**src/rtl/mic_pkg.sv**
```systemverilog
// Shared types and defaults for the micro-program sequencer of the microcoded CPU.
// Holds the sequencer state encoding and the next-address select codes.
package mic_pkg;

  localparam int ADDR_W_DEF = 9;
  localparam int MBR_W_DEF  = 8;

  typedef enum logic [2:0] {
    S_RESET = 3'd0,
    S_FETCH = 3'd1,
    S_EXEC  = 3'd2,
    S_WAIT  = 3'd3,
    S_HALT  = 3'd4
  } seq_state_t;

  // Source of the MPC on a commit edge; SEL_HOLD means no commit this cycle.
  typedef enum logic [1:0] {
    SEL_HOLD   = 2'd0,
    SEL_NORMAL = 2'd1,
    SEL_CALL   = 2'd2,
    SEL_RET    = 2'd3
  } addr_sel_t;

endpackage

```
**src/rtl/micro_sequencer_if.sv**
```systemverilog
// Microinstruction-field and status bundle between the datapath/flag unit and the sequencer.
// master drives the microinstruction fields, slave is the sequencer.
interface micro_sequencer_if #(
  parameter int ADDR_W = mic_pkg::ADDR_W_DEF,
  parameter int MBR_W  = mic_pkg::MBR_W_DEF
);

  // Handshake: there is no valid/ready pair. The master holds the microinstruction
  // fields while the sequencer is in EXEC/WAIT; they are consumed only on the commit
  // cycle, i.e. the first EXEC/WAIT cycle with mem_busy low, flagged by set_f (or by
  // halted rising). Field values on any other cycle are ignored.
  logic [ADDR_W-1:0] next_addr;
  logic              j_out;
  logic              jmpc;
  logic [MBR_W-1:0]  mbr;
  logic              call;
  logic              ret;
  logic              halt;
  logic              mem_busy;
  logic [ADDR_W-1:0] mpc;
  logic              cs_rd;
  logic              set_f;
  logic              halted;
  logic              stk_err;

  modport master (
    output next_addr, j_out, jmpc, mbr, call, ret, halt, mem_busy,
    input  mpc, cs_rd, set_f, halted, stk_err
  );

  modport slave (
    input  next_addr, j_out, jmpc, mbr, call, ret, halt, mem_busy,
    output mpc, cs_rd, set_f, halted, stk_err
  );

endinterface

```
**src/rtl/micro_stack.sv**
```systemverilog
// Micro-call return-address stack (LIFO) with full/empty flags and a top-of-stack view.
// Push on full and pop on empty are ignored; the sequencer flags those as errors.
module micro_stack #(
  parameter int WIDTH = 9,
  parameter int DEPTH = 4
) (
  input  logic             clk,
  input  logic             rst,
  input  logic             push,
  input  logic             pop,
  input  logic [WIDTH-1:0] push_data,
  output logic [WIDTH-1:0] top,
  output logic             full,
  output logic             empty
);

  localparam int IDX_W = (DEPTH > 1) ? $clog2(DEPTH) : 1;
  localparam int SP_W  = $clog2(DEPTH + 1);

  logic [WIDTH-1:0] mem [DEPTH];
  logic [SP_W-1:0]  sp;
  logic [IDX_W-1:0] wr_idx;
  logic [IDX_W-1:0] top_idx;

  // sp counts live entries, so the newest entry sits at sp-1.
  assign wr_idx  = IDX_W'(sp);
  assign top_idx = IDX_W'(sp - SP_W'(1));
  assign full    = (sp == SP_W'(DEPTH));
  assign empty   = (sp == '0);
  assign top     = mem[top_idx];

  always_ff @(posedge clk or posedge rst) begin
    if (rst) begin
      sp <= '0;
      for (int i = 0; i < DEPTH; i++) mem[i] <= '0;
    end else if (push && !full) begin
      mem[wr_idx] <= push_data;
      sp          <= sp + SP_W'(1);
    end else if (pop && !empty) begin
      sp <= sp - SP_W'(1);
    end
  end

endmodule

```
**src/rtl/micro_sequencer.sv**
```systemverilog
// Micro-program sequencer: FETCH/EXEC/WAIT/HALT FSM, MPC register and micro-call stack.
// Produces the control-store read strobe and the set_f flag-latch strobe.
module micro_sequencer
  import mic_pkg::*;
#(
  parameter int ADDR_W    = ADDR_W_DEF,
  parameter int MBR_W     = MBR_W_DEF,
  parameter int STK_DEPTH = 4
) (
  input  logic       clk,
  input  logic       rst,
  micro_sequencer_if.slave bus,
  output seq_state_t seq_state
);

  seq_state_t        state;
  seq_state_t        state_next;
  addr_sel_t         sel;
  logic              push;
  logic              pop;
  logic              err_set;
  logic              stk_full;
  logic              stk_empty;
  logic [ADDR_W-1:0] mpc;
  logic [ADDR_W-1:0] mpc_plus1;
  logic [ADDR_W-1:0] stk_top;
  logic [ADDR_W-1:0] normal_addr;
  logic              stk_err;

  assign mpc_plus1 = mpc + ADDR_W'(1);

  // Plain OR of the three sources: a jump or dispatch never carries into higher bits.
  assign normal_addr = bus.next_addr
                     | {bus.j_out, {(ADDR_W-1){1'b0}}}
                     | (bus.jmpc ? {{(ADDR_W-MBR_W){1'b0}}, bus.mbr} : '0);

  micro_stack #(
    .WIDTH (ADDR_W),
    .DEPTH (STK_DEPTH)
  ) u_stack (
    .clk       (clk),
    .rst       (rst),
    .push      (push),
    .pop       (pop),
    .push_data (mpc_plus1),
    .top       (stk_top),
    .full      (stk_full),
    .empty     (stk_empty)
  );

  always_ff @(posedge clk or posedge rst) begin
    if (rst) state <= S_RESET;
    else     state <= state_next;
  end

  always_comb begin
    state_next = state;
    sel        = SEL_HOLD;
    push       = 1'b0;
    pop        = 1'b0;
    err_set    = 1'b0;
    case (state)
      S_RESET: state_next = S_FETCH;
      S_FETCH: state_next = S_EXEC;
      S_EXEC, S_WAIT: begin
        if (bus.mem_busy) begin
          state_next = S_WAIT;
        end else if (bus.halt) begin
          state_next = S_HALT;
        end else if (bus.ret) begin
          if (stk_empty) begin
            err_set    = 1'b1;
            state_next = S_HALT;
          end else begin
            pop        = 1'b1;
            sel        = SEL_RET;
            state_next = S_FETCH;
          end
        end else if (bus.call) begin
          if (stk_full) begin
            err_set    = 1'b1;
            state_next = S_HALT;
          end else begin
            push       = 1'b1;
            sel        = SEL_CALL;
            state_next = S_FETCH;
          end
        end else begin
          sel        = SEL_NORMAL;
          state_next = S_FETCH;
        end
      end
      S_HALT:  state_next = S_HALT;
      default: state_next = S_RESET;
    endcase
  end

  // set_f marks exactly the commits that load a new MPC; halt and stack errors do not.
  always_comb begin
    bus.cs_rd  = (state == S_FETCH);
    bus.halted = (state == S_HALT);
    bus.set_f  = (sel != SEL_HOLD);
  end

  always_ff @(posedge clk or posedge rst) begin
    if (rst) begin
      mpc <= '0;
    end else begin
      case (sel)
        SEL_NORMAL: mpc <= normal_addr;
        SEL_CALL:   mpc <= bus.next_addr;
        SEL_RET:    mpc <= stk_top;
        default:    mpc <= mpc;
      endcase
    end
  end

  always_ff @(posedge clk or posedge rst) begin
    if (rst)          stk_err <= 1'b0;
    else if (err_set) stk_err <= 1'b1;
  end

  assign bus.mpc     = mpc;
  assign bus.stk_err = stk_err;
  assign seq_state   = state;

endmodule

```
**src/flat_wrapper.sv**
```systemverilog
// flat-port wrapper written by rule: the top's interface ports become plain ports
module micro_sequencer_flat import mic_pkg::*;
#(
  parameter int ADDR_W    = ADDR_W_DEF,
  parameter int MBR_W     = MBR_W_DEF,
  parameter int STK_DEPTH = 4
)
  (clk, rst, seq_state, bus_next_addr, bus_j_out, bus_jmpc, bus_mbr, bus_call, bus_ret, bus_halt, bus_mem_busy, bus_mpc, bus_cs_rd, bus_set_f, bus_halted, bus_stk_err);
  micro_sequencer_if #(.ADDR_W(ADDR_W), .MBR_W(MBR_W)) bus_i ();
  input  logic clk;
  input  logic rst;
  output seq_state_t seq_state;
  input wire logic [$bits(bus_i.next_addr)-1:0] bus_next_addr;
  input wire logic [$bits(bus_i.j_out)-1:0] bus_j_out;
  input wire logic [$bits(bus_i.jmpc)-1:0] bus_jmpc;
  input wire logic [$bits(bus_i.mbr)-1:0] bus_mbr;
  input wire logic [$bits(bus_i.call)-1:0] bus_call;
  input wire logic [$bits(bus_i.ret)-1:0] bus_ret;
  input wire logic [$bits(bus_i.halt)-1:0] bus_halt;
  input wire logic [$bits(bus_i.mem_busy)-1:0] bus_mem_busy;
  output wire logic [$bits(bus_i.mpc)-1:0] bus_mpc;
  output wire logic [$bits(bus_i.cs_rd)-1:0] bus_cs_rd;
  output wire logic [$bits(bus_i.set_f)-1:0] bus_set_f;
  output wire logic [$bits(bus_i.halted)-1:0] bus_halted;
  output wire logic [$bits(bus_i.stk_err)-1:0] bus_stk_err;
  assign bus_i.next_addr = bus_next_addr;
  assign bus_i.j_out = bus_j_out;
  assign bus_i.jmpc = bus_jmpc;
  assign bus_i.mbr = bus_mbr;
  assign bus_i.call = bus_call;
  assign bus_i.ret = bus_ret;
  assign bus_i.halt = bus_halt;
  assign bus_i.mem_busy = bus_mem_busy;
  assign bus_mpc = bus_i.mpc;
  assign bus_cs_rd = bus_i.cs_rd;
  assign bus_set_f = bus_i.set_f;
  assign bus_halted = bus_i.halted;
  assign bus_stk_err = bus_i.stk_err;
  micro_sequencer #(.ADDR_W(ADDR_W), .MBR_W(MBR_W), .STK_DEPTH(STK_DEPTH)) u_core (.clk(clk), .rst(rst), .bus(bus_i), .seq_state(seq_state));
endmodule
```
**config.mk**
```make
export PLATFORM = sky130hd
export DESIGN_NAME = micro_sequencer_flat
export DESIGN_NICKNAME = d
export VERILOG_FILES = /design/src/rtl/mic_pkg.sv /design/src/rtl/micro_sequencer_if.sv /design/src/rtl/micro_stack.sv /design/src/rtl/micro_sequencer.sv /design/src/flat_wrapper.sv
export SDC_FILE = /design/constraint.sdc
export NUM_CORES = 1
export LEC_CHECK = 0
export ABC_AREA = 1
export CAP_MARGIN = 25
export CORE_MARGIN = 2
export CORE_UTILIZATION = 35
export CTS_BUF_LIST = sky130_fd_sc_hd__clkbuf_4 sky130_fd_sc_hd__clkbuf_8
export CTS_CLUSTER_DIAMETER = 80
export DETAILED_ROUTE_END_ITERATION = 12
export PLACE_DENSITY = 0.52
export SKIP_LAST_GASP = 1
export SYNTH_ARGS = -nofsm -noshare
export SYNTH_HDL_FRONTEND = slang
export SYNTH_SLANG_ARGS = --single-unit
```
**constraint.sdc**
```tcl
create_clock -name clk -period 2.1 [get_ports clk]
set_input_delay 0.315 -clock clk [delete_from_list [all_inputs] [get_ports clk]]
set_output_delay 0.315 -clock clk [all_outputs]
set_load 0.02 [all_outputs]
```
==> flow_summary_export.csv <==
group,metric,value,unit
placed_design,pre_cts_ws,-97.2,ps
sta,tightest_slew,460,ps
logic_synthesis,synth_top_area_cell,"dfrtp_1",
routing,drtIter0Drc,135,
setup_path,worstSetupPathType,"reg2out",
sta,rsz0062_at_grt,"false",
clock_network,cts_tree,"built",
logic_synthesis,synth_top_area_share,0.439,
pwr,clock_power_share,0.129,
logic_synthesis,syn_inst,399,
pwr,ir_worst_vdd,0.516,mV
sta,skew,15.1,ps
clock_network,clock_latency,320,ps
placed_design,post-dp-hpwl,5.48,mm
floorplanning,die-width,96.1,µm
final_layout,syn_to_final_growth,23.3,%
clock_network,holdBufCountCts,0,
global_route,grt_antenna_before_repair,0,
sta,min_period,1940,ps
floorplanning,start_util,0.361,
worst_hold_path,hp-class,"in2async",
routing,first_pass_iters,4,
logic_synthesis,synthTopCellsByArea,"dfrtp_1 (44%), nand2_1 (24%), nand3_1 (6.1%)",
routing,routed-via-count,2602,
pwr,power-per-cell-area,1310,mW/mm²
logic_synthesis,syn_nets,430,
logic_synthesis,syn_area_per_cell,7.44,µm²
pwr,p_sw,2170,µW
clock_network,htree_levels,2,
final_layout,antenna_cells,0,
sta,min_period_over_period,0.924,
pwr,sw_frac_of_total,0.452,
job,drv_cap,0,
placed_design,placement.io_buffers,40,
setup_path,arrival,1630,ps
routing,drt-total-wl,7.68,mm
global_route,grtUsageMet3,0.0298,
final_layout,layout-drive-gt1-share,0.121,
placed_design,gp_congestion,0.788,
routing,vias_per_cell,4.64,
global_route,grt_pass1_vias,2453,
pwr,seq_power_share,0.352,
sta,max_clock_freq,515,MHz
logic_synthesis,ys_types,29,
final_layout,final.fill_count,849,
clock_network,cts_buffer_depth,2,
setup_path,required,1780,ps
setup_path,crit_chain,"inv_2, nand2_1, nor2_1, clkdlybuf4s50_1",
logic_synthesis,ys_seq_area_frac,0.439,
clock_network,clkSlewWorstSetupHoldPaths,110,ps
sta,fin_ws,159,ps
floorplanning,dieArea,0.00923,mm²
clock_network,cts_made_buffers,5,
sta,relSlewSlack,0.693,
logic_synthesis,synth_seq_cells,52,
setup_path,slowest_stage,"clkdlybuf4s50_1",
final_layout,instances_no_fill,561,
final_layout,fin_nets,486,
global_route,track_usage,0.177,
routing,wl_per_cell,13.7,µm
global_route,grt_util_met2,0.287,
logic_synthesis,synth_area,0.00297,mm²
setup_path,start_kind,"flop",
routing,drc_errors,0,
routing,postRouteAntennaNets,0,
pwr,power.leakage,0.00201,µW
sta,finalSetupTns,0,ps
global_route,grt_overflow,0,
clock_network,cts.sinks,52,
global_route,busiest_layer,"met2",
global_route,grt_first_pass_wirelength,12.4,mm
floorplanning,rows,33,
clock_network,cts-root-buf,"clkbuf_8",
floorplanning,io_pins,41,
sta,setup_viol,0,
sta,final_hold_viol_count,0,
floorplanning,core,0.00822,mm²
final_layout,finalCoreUtilization,0.445,
setup_path,endpoint_kind,"output pin",
pwr,pwr-share-comb,0.518,
setup_path,max_stage_delay,600,ps
pwr,intPower,2620,µW
global_route,grt_start_max_net_pins,38,
pwr,finalPower,4780,µW
setup_path,path_max_fanout,4,
logic_synthesis,yosysWarnings,0,
placed_design,numPlacedInstances,553,
outcome,outcome,"complete, no violations",
global_route,use_met1,0.245,
sta,maxSlewViolCount,0,
floorplanning,die_h,96.1,µm
==> power by group through the flow <==
stage	Clock (µW)	Combinational, µW	Sequential [µW]
global route	668	2780	1740
finish	618	2480	1690
floorplan	0	1420	1820
global placement	0	2490	1690
CTS	633	2510	1680
detailed placement	0	2500	1710
==> synthesized netlist by cell type, drive strengths merged <==
cell type,instances
xnor2,1
nand3,39
clkbuf,4
xor2,6
or2,2
nand4,1
o22ai,2
nand2,199
buf,7
ha,6
nor3,2
dfrtp,52
nor2,20
a21oi,3
o21ai,18
inv,35
a21o,1
clkinv,1
==> worst paths after layout <==
| kind | cells past startpoint | slack [ps] | end | startpoint |
|---|---|---|---|---|
| worst max register to register | 9 | 330 | u_core.u_stack.mem[26]$_DFFE_PP0P_ | u_core.u_stack.sp[1]$_DFFE_PP0P_ |
| worst max-delay path | 4 | 160 | bus_cs_rd | u_core.seq_state[1]$_DFF_PP0_ |
| min in group clk | 1 | 470 | u_core.bus.stk_err$_DFFE_PP0P_ | u_core.bus.stk_err$_DFFE_PP0P_ |
| max in group asynchronous | 3 | 1280 | u_core.u_stack.mem[34]$_DFFE_PP0P_ | rst |
| worst min-delay path | 2 | 280 | u_core.u_stack.sp[2]$_DFFE_PP0P_ | rst |
| worst min register to register | 1 | 470 | u_core.bus.stk_err$_DFFE_PP0P_ | u_core.bus.stk_err$_DFFE_PP0P_ |
==> cell families (layout without fill, tap and decap cells) <==
family,Yosys count,in the layout,share of synthesized area
AOI/OAI and AO/OA,24,24,0.0434
xor gates and xnor gates,7,7,0.0207
adders and majority gates,6,6,0.0253
buffers and inverters,47,104,0.0755
DFF,52,52,0.439
and+or+nand+nor,263,263,0.396
==> layout by cell type, fill, tap and decap left out, types with 7 or more instances in the layout <==
cell type / count
nand2_4: 7
nand2_1: 190
nor2_1: 15
dfrtp_1: 52
clkdlybuf4s50_1: 38
o21ai_0: 12
buf_4: 19
nand3_1: 36
inv_1: 30
==> layer usage <==
metal	part of all wire	wire length, µm
met1	0.50	3820
met4	0.010	77
met2	0.44	3360
met5	0	0
met3	0.055	422
==> sequential cells by signal, summed over array words and instances (netlist names) <==
register            flops
u_core.seq_state        3
u_core.bus.stk_err      1
u_core.bus.mpc          9
u_core.u_stack.mem     36
u_core.u_stack.sp       3
==> critical path, delay by kind of cell, from the launching register on <==
| kind | cells | cell delay, ps |
|---|---|---|
| flops | 1 | 450 |
| buf+inv | 2 | 700 |
| simple gates | 2 | 150 |
==> final cells by class <==
class                   count  area (µm²)  share of cell area
clock buffers               5        68.8              0.0188
clock inverters             3        22.5             0.00616
inverters                  36         136              0.0373
multi-input cells         300        1440               0.394
flip-flops and latches     52        1300               0.356
well taps                 105         131              0.0359
repair buffers             60         557               0.152
==> stage by stage <==
stage	area (µm²)	hold slack [ps]
6_report	3660	278
5_1_grt	3660	330
3_3_place_gp	3570	459
4_1_cts	3660	295
2_1_floorplan	2970	449
3_5_place_dp	3570	445
==> timing repair <==
action	in CTS	in global routing
gates resized for setup	2	2
endpoints found under the setup margin	2	1
pin swaps	0	0
setup buffers	0	0
(Power assumes the default switching activity.)
